<file path="src/rtl/axi4_lite_m_if.sv">
// AXI4-Lite bus bundle (AW, W, B, AR, R channels) between a single master
// and a single slave. ADDR_WIDTH and DATA_WIDTH must match the attached
// axi4_lite_m instance.
`timescale 1ns/1ps
interface axi4_lite_m_if #(
  parameter int ADDR_WIDTH = 32,
  parameter int DATA_WIDTH = 32
);
  logic                    AWVALID;
  logic                    AWREADY;
  logic [ADDR_WIDTH-1:0]   AWADDR;
  logic [2:0]              AWPROT;

  logic                    WVALID;
  logic                    WREADY;
  logic [DATA_WIDTH-1:0]   WDATA;
  logic [DATA_WIDTH/8-1:0] WSTRB;

  logic                    BVALID;
  logic                    BREADY;
  logic [1:0]              BRESP;

  logic                    ARVALID;
  logic                    ARREADY;
  logic [ADDR_WIDTH-1:0]   ARADDR;
  logic [2:0]              ARPROT;

  logic                    RVALID;
  logic                    RREADY;
  logic [DATA_WIDTH-1:0]   RDATA;
  logic [1:0]              RRESP;

  modport master (
    output AWVALID, AWADDR, AWPROT, input AWREADY,
    output WVALID, WDATA, WSTRB,    input WREADY,
    input  BVALID, BRESP,           output BREADY,
    output ARVALID, ARADDR, ARPROT, input ARREADY,
    input  RVALID, RDATA, RRESP,    output RREADY
  );

  modport slave (
    input  AWVALID, AWADDR, AWPROT, output AWREADY,
    input  WVALID, WDATA, WSTRB,    output WREADY,
    output BVALID, BRESP,           input BREADY,
    input  ARVALID, ARADDR, ARPROT, output ARREADY,
    output RVALID, RDATA, RRESP,    input RREADY
  );
endinterface

</file>
<file path="src/rtl/axi4_lite_m.sv">
// Single-outstanding AXI4-Lite master. Turns one command (read or write)
// into the matching AXI channel handshakes and returns a one-cycle response.
// Optional response timeout: define AXI4_LITE_M_TIMEOUT_EN to build the
// watchdog counter (limit set by TIMEOUT_CYCLES); without it the FSM waits
// indefinitely for the slave.
`timescale 1ns/1ps
module axi4_lite_m #(
  parameter int DATA_WIDTH     = 32,
  parameter int ADDR_WIDTH     = 32,
  parameter int TIMEOUT_CYCLES = 256
) (
  input  logic                    ACLK,
  input  logic                    ARESETn,
  input  logic                    cmd_valid,
  output logic                    cmd_ready,
  input  logic                    cmd_write,
  input  logic [ADDR_WIDTH-1:0]   cmd_addr,
  input  logic [DATA_WIDTH-1:0]   cmd_wdata,
  input  logic [DATA_WIDTH/8-1:0] cmd_wstrb,
  output logic                    rsp_valid,
  output logic [DATA_WIDTH-1:0]   rsp_rdata,
  output logic [1:0]              rsp_resp,
  axi4_lite_m_if.master           m_axi
);

  if (DATA_WIDTH != 32 && DATA_WIDTH != 64) begin : g_bad_data_width
    $error("axi4_lite_m: DATA_WIDTH must be 32 or 64, got %0d", DATA_WIDTH);
  end
  if (TIMEOUT_CYCLES < 1) begin : g_bad_timeout
    $error("axi4_lite_m: TIMEOUT_CYCLES must be at least 1, got %0d", TIMEOUT_CYCLES);
  end

  localparam logic [2:0] ST_IDLE    = 3'd0;
  localparam logic [2:0] ST_WR_REQ  = 3'd1;
  localparam logic [2:0] ST_WR_RESP = 3'd2;
  localparam logic [2:0] ST_RD_REQ  = 3'd3;
  localparam logic [2:0] ST_RD_RESP = 3'd4;
  localparam logic [2:0] ST_DONE    = 3'd5;

  localparam logic [1:0] RESP_SLVERR = 2'b10;

  logic [2:0]              r_state;
  logic                    r_cmd_ready;
  logic                    r_awvalid;
  logic                    r_wvalid;
  logic                    r_bready;
  logic                    r_arvalid;
  logic                    r_rready;
  logic                    r_rsp_valid;
  logic [DATA_WIDTH-1:0]   r_rsp_rdata;
  logic [1:0]              r_rsp_resp;
  logic [ADDR_WIDTH-1:0]   r_awaddr;
  logic [DATA_WIDTH-1:0]   r_wdata;
  logic [DATA_WIDTH/8-1:0] r_wstrb;
  logic [ADDR_WIDTH-1:0]   r_araddr;

  logic w_accept;
  logic w_aw_done;
  logic w_w_done;
  logic w_timeout;

  assign w_accept  = cmd_valid && r_cmd_ready;
  // A channel counts as done once its VALID has been dropped or is being
  // accepted this cycle, so AW and W may complete in either order.
  assign w_aw_done = !r_awvalid || m_axi.AWREADY;
  assign w_w_done  = !r_wvalid  || m_axi.WREADY;

`ifdef AXI4_LITE_M_TIMEOUT_EN
  localparam int               CNT_W    = $clog2(TIMEOUT_CYCLES + 1);
  localparam logic [CNT_W-1:0] TMO_LAST = CNT_W'(TIMEOUT_CYCLES - 1);

  logic [CNT_W-1:0] r_tmo_cnt;
  logic             w_busy;

  assign w_busy = (r_state == ST_WR_REQ) || (r_state == ST_WR_RESP) ||
                  (r_state == ST_RD_REQ) || (r_state == ST_RD_RESP);
  // Fires during the last allowed waiting cycle so DONE follows exactly
  // TIMEOUT_CYCLES cycles after the transaction started.
  assign w_timeout = w_busy && (r_tmo_cnt == TMO_LAST);

  // Watchdog: restart on acceptance, count every cycle spent waiting on the slave
  always_ff @(posedge ACLK or negedge ARESETn) begin
    if (!ARESETn) begin
      r_tmo_cnt <= '0;
    end else if (w_accept) begin
      r_tmo_cnt <= '0;
    end else if (w_busy) begin
      r_tmo_cnt <= r_tmo_cnt + CNT_W'(1);
    end
  end
`else
  assign w_timeout = 1'b0;
`endif

  // Transaction FSM: command capture, channel handshakes, response capture
  always_ff @(posedge ACLK or negedge ARESETn) begin
    if (!ARESETn) begin
      r_state     <= ST_IDLE;
      r_cmd_ready <= 1'b0;
      r_awvalid   <= 1'b0;
      r_wvalid    <= 1'b0;
      r_bready    <= 1'b0;
      r_arvalid   <= 1'b0;
      r_rready    <= 1'b0;
      r_rsp_valid <= 1'b0;
      r_rsp_rdata <= '0;
      r_rsp_resp  <= '0;
      r_awaddr    <= '0;
      r_wdata     <= '0;
      r_wstrb     <= '0;
      r_araddr    <= '0;
    end else if (w_timeout) begin
      // Abandon the slave: drop every handshake and report SLVERR.
      r_awvalid   <= 1'b0;
      r_wvalid    <= 1'b0;
      r_bready    <= 1'b0;
      r_arvalid   <= 1'b0;
      r_rready    <= 1'b0;
      r_rsp_rdata <= '0;
      r_rsp_resp  <= RESP_SLVERR;
      r_rsp_valid <= 1'b1;
      r_state     <= ST_DONE;
    end else begin
      case (r_state)
        ST_IDLE: begin
          if (w_accept) begin
            r_cmd_ready <= 1'b0;
            if (cmd_write) begin
              r_awaddr  <= cmd_addr;
              r_wdata   <= cmd_wdata;
              r_wstrb   <= cmd_wstrb;
              r_awvalid <= 1'b1;
              r_wvalid  <= 1'b1;
              r_state   <= ST_WR_REQ;
            end else begin
              r_araddr  <= cmd_addr;
              r_arvalid <= 1'b1;
              r_state   <= ST_RD_REQ;
            end
          end else begin
            r_cmd_ready <= 1'b1;
          end
        end
        ST_WR_REQ: begin
          if (r_awvalid && m_axi.AWREADY) r_awvalid <= 1'b0;
          if (r_wvalid  && m_axi.WREADY)  r_wvalid  <= 1'b0;
          if (w_aw_done && w_w_done) begin
            r_bready <= 1'b1;
            r_state  <= ST_WR_RESP;
          end
        end
        ST_WR_RESP: begin
          if (m_axi.BVALID) begin
            r_bready    <= 1'b0;
            r_rsp_rdata <= '0;
            r_rsp_resp  <= m_axi.BRESP;
            r_rsp_valid <= 1'b1;
            r_state     <= ST_DONE;
          end
        end
        ST_RD_REQ: begin
          if (m_axi.ARREADY) begin
            r_arvalid <= 1'b0;
            r_rready  <= 1'b1;
            r_state   <= ST_RD_RESP;
          end
        end
        ST_RD_RESP: begin
          if (m_axi.RVALID) begin
            r_rready    <= 1'b0;
            r_rsp_rdata <= m_axi.RDATA;
            r_rsp_resp  <= m_axi.RRESP;
            r_rsp_valid <= 1'b1;
            r_state     <= ST_DONE;
          end
        end
        ST_DONE: begin
          r_rsp_valid <= 1'b0;
          r_cmd_ready <= 1'b1;
          r_state     <= ST_IDLE;
        end
        default: begin
          r_state <= ST_IDLE;
        end
      endcase
    end
  end

  assign cmd_ready     = r_cmd_ready;
  assign rsp_valid     = r_rsp_valid;
  assign rsp_rdata     = r_rsp_rdata;
  assign rsp_resp      = r_rsp_resp;

  assign m_axi.AWVALID = r_awvalid;
  assign m_axi.AWADDR  = r_awaddr;
  assign m_axi.AWPROT  = 3'b000;
  assign m_axi.WVALID  = r_wvalid;
  assign m_axi.WDATA   = r_wdata;
  assign m_axi.WSTRB   = r_wstrb;
  assign m_axi.BREADY  = r_bready;
  assign m_axi.ARVALID = r_arvalid;
  assign m_axi.ARADDR  = r_araddr;
  assign m_axi.ARPROT  = 3'b000;
  assign m_axi.RREADY  = r_rready;

endmodule

</file>
<file path="src/flat_wrapper.sv">
// flat-port wrapper written by rule: the top's interface ports become plain ports
module axi4_lite_m_flat 
#(
  parameter int DATA_WIDTH     = 32,
  parameter int ADDR_WIDTH     = 32,
  parameter int TIMEOUT_CYCLES = 256
)
  (ACLK, ARESETn, cmd_valid, cmd_ready, cmd_write, cmd_addr, cmd_wdata, cmd_wstrb, rsp_valid, rsp_rdata, rsp_resp, m_axi_AWVALID, m_axi_AWADDR, m_axi_AWPROT, m_axi_AWREADY, m_axi_WVALID, m_axi_WDATA, m_axi_WSTRB, m_axi_WREADY, m_axi_BVALID, m_axi_BRESP, m_axi_BREADY, m_axi_ARVALID, m_axi_ARADDR, m_axi_ARPROT, m_axi_ARREADY, m_axi_RVALID, m_axi_RDATA, m_axi_RRESP, m_axi_RREADY);
  axi4_lite_m_if #(.ADDR_WIDTH(ADDR_WIDTH), .DATA_WIDTH(DATA_WIDTH)) m_axi_i ();
  input  logic ACLK;
  input  logic ARESETn;
  input  logic cmd_valid;
  output logic cmd_ready;
  input  logic cmd_write;
  input  logic [ADDR_WIDTH-1:0] cmd_addr;
  input  logic [DATA_WIDTH-1:0] cmd_wdata;
  input  logic [DATA_WIDTH/8-1:0] cmd_wstrb;
  output logic rsp_valid;
  output logic [DATA_WIDTH-1:0] rsp_rdata;
  output logic [1:0] rsp_resp;
  output wire logic [$bits(m_axi_i.AWVALID)-1:0] m_axi_AWVALID;
  output wire logic [$bits(m_axi_i.AWADDR)-1:0] m_axi_AWADDR;
  output wire logic [$bits(m_axi_i.AWPROT)-1:0] m_axi_AWPROT;
  input wire logic [$bits(m_axi_i.AWREADY)-1:0] m_axi_AWREADY;
  output wire logic [$bits(m_axi_i.WVALID)-1:0] m_axi_WVALID;
  output wire logic [$bits(m_axi_i.WDATA)-1:0] m_axi_WDATA;
  output wire logic [$bits(m_axi_i.WSTRB)-1:0] m_axi_WSTRB;
  input wire logic [$bits(m_axi_i.WREADY)-1:0] m_axi_WREADY;
  input wire logic [$bits(m_axi_i.BVALID)-1:0] m_axi_BVALID;
  input wire logic [$bits(m_axi_i.BRESP)-1:0] m_axi_BRESP;
  output wire logic [$bits(m_axi_i.BREADY)-1:0] m_axi_BREADY;
  output wire logic [$bits(m_axi_i.ARVALID)-1:0] m_axi_ARVALID;
  output wire logic [$bits(m_axi_i.ARADDR)-1:0] m_axi_ARADDR;
  output wire logic [$bits(m_axi_i.ARPROT)-1:0] m_axi_ARPROT;
  input wire logic [$bits(m_axi_i.ARREADY)-1:0] m_axi_ARREADY;
  input wire logic [$bits(m_axi_i.RVALID)-1:0] m_axi_RVALID;
  input wire logic [$bits(m_axi_i.RDATA)-1:0] m_axi_RDATA;
  input wire logic [$bits(m_axi_i.RRESP)-1:0] m_axi_RRESP;
  output wire logic [$bits(m_axi_i.RREADY)-1:0] m_axi_RREADY;
  assign m_axi_AWVALID = m_axi_i.AWVALID;
  assign m_axi_AWADDR = m_axi_i.AWADDR;
  assign m_axi_AWPROT = m_axi_i.AWPROT;
  assign m_axi_i.AWREADY = m_axi_AWREADY;
  assign m_axi_WVALID = m_axi_i.WVALID;
  assign m_axi_WDATA = m_axi_i.WDATA;
  assign m_axi_WSTRB = m_axi_i.WSTRB;
  assign m_axi_i.WREADY = m_axi_WREADY;
  assign m_axi_i.BVALID = m_axi_BVALID;
  assign m_axi_i.BRESP = m_axi_BRESP;
  assign m_axi_BREADY = m_axi_i.BREADY;
  assign m_axi_ARVALID = m_axi_i.ARVALID;
  assign m_axi_ARADDR = m_axi_i.ARADDR;
  assign m_axi_ARPROT = m_axi_i.ARPROT;
  assign m_axi_i.ARREADY = m_axi_ARREADY;
  assign m_axi_i.RVALID = m_axi_RVALID;
  assign m_axi_i.RDATA = m_axi_RDATA;
  assign m_axi_i.RRESP = m_axi_RRESP;
  assign m_axi_RREADY = m_axi_i.RREADY;
  axi4_lite_m #(.DATA_WIDTH(DATA_WIDTH), .ADDR_WIDTH(ADDR_WIDTH), .TIMEOUT_CYCLES(TIMEOUT_CYCLES)) u_core (.ACLK(ACLK), .ARESETn(ARESETn), .cmd_valid(cmd_valid), .cmd_ready(cmd_ready), .cmd_write(cmd_write), .cmd_addr(cmd_addr), .cmd_wdata(cmd_wdata), .cmd_wstrb(cmd_wstrb), .rsp_valid(rsp_valid), .rsp_rdata(rsp_rdata), .rsp_resp(rsp_resp), .m_axi(m_axi_i));
endmodule
</file>
<file path="config.mk">
export PLATFORM = sky130hd
export DESIGN_NAME = axi4_lite_m_flat
export DESIGN_NICKNAME = d
export VERILOG_FILES = /design/src/rtl/axi4_lite_m_if.sv /design/src/rtl/axi4_lite_m.sv /design/src/flat_wrapper.sv
export SDC_FILE = /design/constraint.sdc
export NUM_CORES = 1
export LEC_CHECK = 0
export CELL_PAD_IN_SITES_DETAIL_PLACEMENT = 0
export CELL_PAD_IN_SITES_GLOBAL_PLACEMENT = 1
export CORE_ASPECT_RATIO = 1.4
export CORE_UTILIZATION = 35
export CTS_CLUSTER_DIAMETER = 60
export DETAILED_ROUTE_END_ITERATION = 7
export PLACE_DENSITY_LB_ADDON = 0.2
export REMOVE_ABC_BUFFERS = 1
export SLEW_MARGIN = 0
export SYNTH_ARGS = -nofsm -noshare
export SYNTH_HDL_FRONTEND = slang
export SYNTH_SLANG_ARGS = --single-unit
</file>
<file path="constraint.sdc">
create_clock -name ACLK -period 3.6 [get_ports ACLK]
set_input_delay 0.9 -clock ACLK [delete_from_list [all_inputs] [get_ports ACLK]]
set_output_delay 0.9 -clock ACLK [all_outputs]
set_load 0.1 [all_outputs]
</file>
==> Word-level counts from Yosys, hierarchy flattened <==
Cells that the tools add are included.
{ "totals": {"reg_bits": 144, "input_bits": 113, "out_inout_bits": 147, "word_cells": 89} }
{ "classes": {"eq_ne": 14, "n_mux": 34, "bitwise_logic": 1, "n_reduce_logical": 26} }
{ "ops": {"columns": ["operator", "count"], "rows": [
  ["$mux 32", 2],
  ["$pmux 32 s2", 1],
  ["$reduce_and 3->1", 6],
  ["$mux 3", 5],
  ["$pmux 3 s5", 1],
  ["$mux 1", 14],
  ["$pmux 1 s2", 6],
  ["$reduce_and 4->1", 3],
  ["$reduce_bool 2->1", 6],
  ["$ne 2x2->1 const B", 5],
  ["$ne 2x1->1 const B", 4],
  ["$eq 3x2->1 const B", 2],
  ["$eq 3x3->1 const B", 2],
  ["$mux 2", 3],
  ["$reduce_and 5->1", 1],
  ["$logic_and 1x1->1", 4],
  ["$pmux 2 s2", 1],
  ["$eq 3x1->1 const B", 1],
  ["$logic_not 3->1", 1],
  ["$pmux 1 s3", 1],
  ["$reduce_bool 3->1", 1],
  ["$logic_not 1->1", 2],
  ["$logic_or 1x1->1", 2],
  ["$not 1->1", 1]
]} }

==> Logic depth before layout (Yosys ltp) <==
Gate-level depths: netlist of the first run.
{ "logic_depth": {"word_depth": 5, "ltp_mapped": 7, "depth_no_buf": 4} }

==> Worst setup path after synthesis of the first run <==
No wires, ideal clock.
{ "synth_path": {"kind": "reg2reg", "from": "register u_core.r_cmd_ready (netlist: u_core.cmd_ready)", "to": "register u_core.r_araddr[10] (netlist: u_core.m_axi.ARADDR[10])", "setup_time_ns": 0.128, "t_arrival_ns": 2.061, "slack_ns": 1.411, "path_stages_with_launch": 7, "path_cell_list": "dfrtp_1 > nand2_2 > nor4_4 > nor2b_1 > buf_4 > buf_6 > mux2_1"} }
{ "synth_between": {"elab_chain_len": 2} }
{ "synth_rtl": {"columns": ["item", "line_no", "text"], "rows": [
  ["start, declared", "axi4_lite_m.sv:43", "logic r_cmd_ready;"],
  ["start signal, assigned", "axi4_lite_m.sv:99", "r_cmd_ready <= 1'b0;"],
  ["start signal, assigned", "axi4_lite_m.sv:127", "r_cmd_ready <= 1'b0;"],
  ["start signal, assigned", "axi4_lite_m.sv:141", "r_cmd_ready <= 1'b1;"],
  ["$logic_and 1x1->1", "axi4_lite_m.sv:62", "assign w_accept = cmd_valid && r_cmd_ready;"],
  ["$reduce_and 3->1 (no line)", null, null],
  ["end signal, assigned", "axi4_lite_m.sv:136", "r_araddr <= cmd_addr;"],
  ["end, declared", "axi4_lite_m.sv:55", "logic [ADDR_WIDTH-1:0] r_araddr;"]
]} }
No other way between the ends.
A chain may end at the register's enable or synchronous reset.

==> Worst setup path in the final report of the first run <==
{ "layout_path": {"from": "register u_core.r_rsp_rdata[22] (netlist: u_core.rsp_rdata[22])", "to": "output rsp_rdata[22]"} }
{ "layout_rtl": {"columns": ["item", "line_no", "text"], "rows": [
  ["start, declared", "axi4_lite_m.sv:50", "logic [DATA_WIDTH-1:0] r_rsp_rdata;"],
  ["start signal, assigned", "axi4_lite_m.sv:171", "r_rsp_rdata <= m_axi.RDATA;"],
  ["end, declared", "flat_wrapper.sv:19", "output logic [DATA_WIDTH-1:0] rsp_rdata;"]
]} }
No word-level cell between the ends.

==> summary.md, run 1 <==
| Metric | Value |
|---|---|
| Top-area cell type share of the netlist area | `0.643` |
| Via count | `3,905` |
| Site Rows | `54` |
| Crit path DAT | `1.92 ns` |
| Total Wirelength | `13,600 microns` |
| Core Area | `15,600 sq um` |
| Iter 0 DRT Violations | `102` |
| Most frequent cells in the layout | `clkdlybuf4s50_1 (149), dfrtp_1 (144), buf_4 (106), mux2_1 (63), mux2_2 (37)` |
| Largest net degree at the start of global routing | `75` |
| Worst r2r dst | `u_core.rsp_resp[1]` |
| Post-synth top area cell | `dfrtp_1` |
| TritonCTS clock tree | `done` |
| Clk slew on worst S/H paths | `0.07 ns` |
| Initial cell density of the core | `0.359` |
| CTS resizes | `0` |
| Max-slew violation count | `0` |
| Final Skew | `0.0163 ns` |
| Total CTS buffers | `17` |
| First-pass GRT wire length | `20,900 microns` |
| Reported max-cap violation count | `0` |
| Die X | `109 microns` |
| ANT nets after route | `0` |
| Fin nets | `728` |
| Drt pass-1 iters | `4` |
| CP max stage cell | `clkdlybuf4s50_1` |
| RSZ-0062 raised after global routing | `false` |
| Startpoint types | `flop` |
| Delay-heaviest family, CP | `buffers and inverters` |
| Status | `finished clean` |
| Clock root cell | `clkbuf_16` |
| Fin crit share | `0.783` |
| Crit path required time | `2.70 ns` |
| Fmax | `355 MHz` |
| Max Buffers Root-to-Sink | `2` |
| Vias in the first global route | `4,043` |
| CTS sink cnt | `144` |
| Die area | `16,500 sq um` |
| GRT Residual Overflow | `0` |
| Multi-input logic area | `1770 sq um` |
| Sum Neg Setup Slack | `0 ns` |
| Share of layout cells above drive strength 1 | `0.291` |
| # hold bufs at CTS | `0` |
| Hold Path Class | `in -> async` |
| CP bufs+invs | `1` |
| Post-Syn Instances | `361` |
| Most common cell after layout, fill and taps aside | `clkdlybuf4s50_1` |
| Post-synth cell types | `31` |
| I/O Buffers | `253` |
| Seq cells post-synth | `144` |
| Initial antenna violation count | `0` |
| Final setup vio count | `0` |
| Final min period | `2.82 ns` |
| Area Overhead vs Synth | `52.4%` |
| Remaining DRCs | `0` |
| Gr usage total | `0.167` |
| Reg2reg setup slack | `1.51 ns` |
| Slew @ Worst Pin | `1.13 ns` |
| Synthesized area | `5610 sq um` |
| I/O pin cnt | `260` |
| RD Place Congestion | `0.744` |
| Hold Violations, Final | `0` |
| WS Path Type | `reg -> out` |
| Reg2Reg Depth | `3` |
| Postcts setup bufs | `0` |
| Via/cell ratio | `4.74` |
| DIE HEIGHT | `152 microns` |
| Seq/Total Area, Yosys | `0.643` |
| Avg Inst Size Synth | `15.5 sq um` |
| Ant. Diodes | `0` |
| CTS H-tree depth | `4` |
| CP max FO | `2` |
| DR WL/cell | `16.5 microns` |
| Detailed placement HPWL | `9890 microns` |
| Synthesis Warnings | `0` |
| Register area | `3600 sq um` |
| Clock latency on the worst-skew pair | `0.42 ns` |
| Worst reg2reg startpoint | `u_core.r_state[2]` |
| Largest cells by area after synthesis | `dfrtp_1 (64%), mux2_1 (13%), mux2_2 (7.4%), a22o_1 (5.2%), buf_6 (2.8%)` |
| Fillcell total | `1,363` |
| Slew headroom | `0.247` |
| Max incr delay on CP | `1.14 ns` |
| CP endpoint kind | `primary output` |
| Critical path, cell by cell | `clkdlybuf4s50_1` |
worst max path at each step:
stage                                      from                      to  slack [ns]  cells past startpoint
final                      u_core.rsp_rdata[22]           rsp_rdata[22]        0.78                      1
after detailed placement           m_axi_RVALID      u_core.rsp_resp[1]        0.79                      4
after CTS                  u_core.rsp_rdata[22]           rsp_rdata[22]        0.75                      1
after global placement                cmd_valid   u_core.m_axi.WDATA[9]        0.83                      6
after global routing      u_core.m_axi.WSTRB[3]          m_axi_WSTRB[3]        0.73                      1
after floorplan                u_core.cmd_ready  u_core.m_axi.ARADDR[0]        0.13                      4
cells in the mapped netlist:
cell      count
nor4_4        1
dfrtp_1     144
a31oi_1       2
inv_1         6
a22oi_1       2
o211ai_1      1
o41ai_1       2
nor3b_1       2
buf_2         5
and3_1        1
mux2_1       63
o22a_1        1
clkbuf_1      1
a21oi_1       5
conb_1        1
buf_6        14
nand2_2       2
a21o_1        1
o21a_1        2
nand2_1       6
a32oi_1       1
mux2i_1       3
o21ai_0       4
nor2_1        7
nand3_1       1
nand3b_1      2
o221a_2       1
mux2_2       37
buf_4         8
a22o_1       33
nor2b_1       2
kinds of logic (layout without fill, tap and decap cells):
kind of cell / after synthesis / after routing / synth area share
DFF: 144 / 144 / 0.643
muxes: 103 / 103 / 0.206
AOI/OAI and AO/OA: 55 / 55 / 0.0781
buffers and inverters: 34 / 296 / 0.0480
and+or+nand+nor: 24 / 24 / 0.0243
other: 1 / 6 / 0.000669
registers in the layout, indices dropped and copies added, names as in the netlist:
name	cells
u_core.cmd_ready	1
u_core.m_axi.ARADDR	32
u_core.m_axi.ARVALID	1
u_core.m_axi.AWADDR	32
u_core.m_axi.AWVALID	1
u_core.m_axi.BREADY	1
u_core.m_axi.RREADY	1
u_core.m_axi.WDATA	32
u_core.m_axi.WSTRB	4
u_core.m_axi.WVALID	1
u_core.r_state	3
u_core.rsp_rdata	32
u_core.rsp_resp	2
u_core.rsp_valid	1
layer usage:
layer | GRT usage | routed length, microns
met1 | 0.186 | 4910
met5 | 0 | 0
met2 | 0.288 | 7200
met4 | 0.0655 | 255
met3 | 0.0577 | 1220
stage by stage:
step | setup WS, ns | instance area [sq um] | hold slack [ns] | instances | util
after detailed placement | 0.788 | 7980 | 0.476 | 792 | 0.511
final | 0.780 | 8540 | 0.487 | 824 | 0.547
after CTS | 0.755 | 8540 | 0.490 | 824 | 0.547
after floorplan | 0.135 | 5380 | 0.604 | 338 | -
after global placement | 0.829 | 7980 | 0.469 | 792 | 0.511
after global routing | 0.731 | 8540 | 0.508 | 824 | 0.547
cell type report:
cell class,count,area share
clock buffer,17,0.0498
clock inverter,15,0.0168
inverter,6,0.00264
multi-input combinational,188,0.207
sequential,144,0.422
tap,196,0.0287
timing repair buffer,258,0.274
Power of run 1 is not shown: default switching activity piles up to over one toggle a cycle in this logic, so the estimate is an artifact.
==> inputs of run 2 (changes only) <==
--- a/config.mk
+++ b/config.mk
@@ -8,7 +8,7 @@
 export CELL_PAD_IN_SITES_DETAIL_PLACEMENT = 0
 export CELL_PAD_IN_SITES_GLOBAL_PLACEMENT = 1
 export CORE_ASPECT_RATIO = 1.4
-export CORE_UTILIZATION = 35
+export CORE_UTILIZATION = 32
 export CTS_CLUSTER_DIAMETER = 60
 export DETAILED_ROUTE_END_ITERATION = 7
 export PLACE_DENSITY_LB_ADDON = 0.2
==> constraint.sdc (replaced) <==
create_clock -name ACLK -period 3 [get_ports ACLK]
set_input_delay 0.75 -clock ACLK [delete_from_list [all_inputs] [get_ports ACLK]]
set_output_delay 0.75 -clock ACLK [all_outputs]
set_load 0.1 [all_outputs]
==> run 2 against run 1 <==
Effect of this change:
- die area up 9.2%
- sequential share of layout area up 0.16 points
- setup slack better by 0.033 ns
- critical path depth up 5
- core utilization down 4.5 points
- first-iteration DRC count up 12%
- global-route usage down 0.50 points
- non-clock buffer count up 2
- final cell count up 4.6%
- critical endpoint is now u_core.m_axi.ARADDR[30]
==> summary.md, run 2 (same netlist as run 1, synthesis figures left out) <==
| Metric | Value |
|---|---|
| Status | `finished clean` |
| DR WL/cell | `16.4 microns (-0.48%)` |
| Crit path required time | `3.30 ns (+0.60 ns)` |
| CP endpoint kind | `flop` |
| Ant. Diodes | `0 (unchanged)` |
| Fin crit share | `0.729` |
| Final Skew | `0.0111 ns (-0.00516 ns)` |
| Critical path, cell by cell | `clkdlybuf4s50_1, nand2_2, nor4_4, nor2b_4, buf_4, mux2_2` |
| Crit path capture | `u_core.m_axi.ARADDR[30]` |
| Iter 0 DRT Violations | `114 (+12%)` |
| Reg2reg setup slack | `0.89 ns (-0.62 ns)` |
| Final setup vio count | `0 (unchanged)` |
| Startpoint types | `input pin` |
| Max Buffers Root-to-Sink | `2 (unchanged)` |
| I/O Buffers | `253 (unchanged)` |
| CTS resizes | `0 (unchanged)` |
| Core Area | `17,000 sq um (+8.6%)` |
| GRT Residual Overflow | `0 (unchanged)` |
| Worst reg2reg startpoint | `u_core.r_state[2]` |
| Crit path from | `cmd_valid` |
| Total CTS buffers | `17 (unchanged)` |
| Final min period | `2.19 ns` |
| Slew @ Worst Pin | `1.14 ns (+0.0160 ns)` |
| Largest net degree at the start of global routing | `64 (-15%)` |
| RSZ-0062 raised after global routing | `false` |
| Vias in the first global route | `4,184 (+3.5%)` |
| CP max stage cell | `clkdlybuf4s50_1` |
| Multi-input logic area | `1770 sq um (unchanged)` |
| Slew headroom | `0.237 (-0.0106)` |
| Gr usage total | `0.162 (-0.00497)` |
| Initial cell density of the core | `0.331 (-0.0286)` |
| First-pass GRT wire length | `22,000 microns (+5.5%)` |
| TritonCTS clock tree | `done` |
| Total Wirelength | `14,100 microns (+4.1%)` |
| # hold bufs at CTS | `0 (unchanged)` |
| RD Place Congestion | `0.725 (-2.5%)` |
| Register area | `3600 sq um (unchanged)` |
| Site Rows | `56 (+3.7%)` |
| Crit path DAT | `2.48 ns (+0.56 ns)` |
| Clock root cell | `clkbuf_16` |
| Hold Violations, Final | `0 (unchanged)` |
| CP max FO | `21 (+19)` |
| Post-layout util | `0.502 (-0.0455)` |
| Postcts setup bufs | `0 (unchanged)` |
| Hold Path Class | `in -> async` |
| Die area | `18,100 sq um (+9.2%)` |
| Fin nets | `730 (+0.27%)` |
| Max incr delay on CP | `0.52 ns (-0.62 ns)` |
| Detailed placement HPWL | `10,400 microns (+5.4%)` |
| Area Overhead vs Synth | `51.8%` |
| Via count | `3,901 (-0.10%)` |
| CTS H-tree depth | `4 (unchanged)` |
| Fmax | `457 MHz` |
| CTS sink cnt | `144 (unchanged)` |
| Initial antenna violation count | `0 (unchanged)` |
| I/O pin cnt | `260 (unchanged)` |
| Reg2Reg Depth | `3 (unchanged)` |
| Die X | `114 microns (+4.5%)` |
| Most common cell after layout, fill and taps aside | `buf_4` |
| Drt pass-1 iters | `4 (unchanged)` |
| Most frequent cells in the layout | `buf_4 (147), dfrtp_1 (144), clkdlybuf4s50_1 (111), mux2_1 (63), mux2_2 (37)` |
| Worst r2r dst | `u_core.rsp_resp[0]` |
| Clock latency on the worst-skew pair | `0.42 ns (about the same)` |
| Via/cell ratio | `4.53 (-4.5%)` |
| Reported max-cap violation count | `0 (unchanged)` |
| Share of layout cells above drive strength 1 | `0.354 (+0.0626)` |
| Fillcell total | `1,520 (+12%)` |
| Clk slew on worst S/H paths | `0.06 ns (about the same)` |
| Remaining DRCs | `0 (unchanged)` |
| DIE HEIGHT | `159 microns (+4.5%)` |
| ANT nets after route | `0 (unchanged)` |
| WS Path Type | `in -> reg` |
| Max-slew violation count | `0 (unchanged)` |
run 2: cell count changes in the layout (fill, tap and decap cells not counted), sizes merged:
| cell | change |
|---|---|
| clkinv | -1 |
| inv | -9 |
| buf | +40 |
| bufinv | +1 |
| clkbuf | +4 |
| clkinvlp | +5 |
| clkdlybuf4s50 | -38 |
run 2: metal layers:
layer / vias up / track usage / part of all wire
li1: 1798 / - / -
met5: - / 0 / 0
met4: 0 / 0.0742 / 0.026
met3: 23 / 0.0632 / 0.085
met2: 165 / 0.278 / 0.51
met1: 1915 / 0.175 / 0.37
run 2: worst min path at each step:
stage	from	endpoint	slack (ns)	cells past startpoint
after floorplan	ARESETn	u_core.cmd_ready	0.45	0
after global placement	u_core.m_axi.ARADDR[16]	u_core.m_axi.ARADDR[16]	0.47	1
after detailed placement	u_core.m_axi.ARADDR[1]	u_core.m_axi.ARADDR[1]	0.48	1
after CTS	ARESETn	u_core.m_axi.WDATA[5]	0.30	1
after global routing	ARESETn	u_core.m_axi.WDATA[5]	0.33	1
final	ARESETn	u_core.m_axi.WDATA[5]	0.29	1
run 2: layout make-up:
type                            instances  share of cell area
Tap cell                              232              0.0341
Timing Repair Buffer                  260               0.264
Clock inverter                         11              0.0122
Multi-Input combinational cell        188               0.207
Inverter                                6             0.00265
Sequential cell                       144               0.423
Clock buffer                           21              0.0564
run 2: through the flow:
stage / hold WS (ns) / instances / cell area [sq um] / setup TNS, ns / worst slack (ns)
2_1_floorplan: 0.454 / 338 / 5380 / -13.58 / -0.465
3_3_place_gp: 0.472 / 830 / 7930 / 0 / 0.399
3_5_place_dp: 0.477 / 830 / 7930 / 0 / 0.310
4_1_cts: 0.304 / 862 / 8510 / 0 / 0.800
5_1_grt: 0.326 / 862 / 8510 / 0 / 0.560
6_report: 0.295 / 862 / 8510 / 0 / 0.813
run 2: worst max-delay path: cells and delay by family:
kind | cells | cell delay, ns
buffers and inverters | 2 | 0.82
and+or+nand+nor | 3 | 0.52
muxes | 1 | 0.37
Power of run 2 is left out for the same reason.
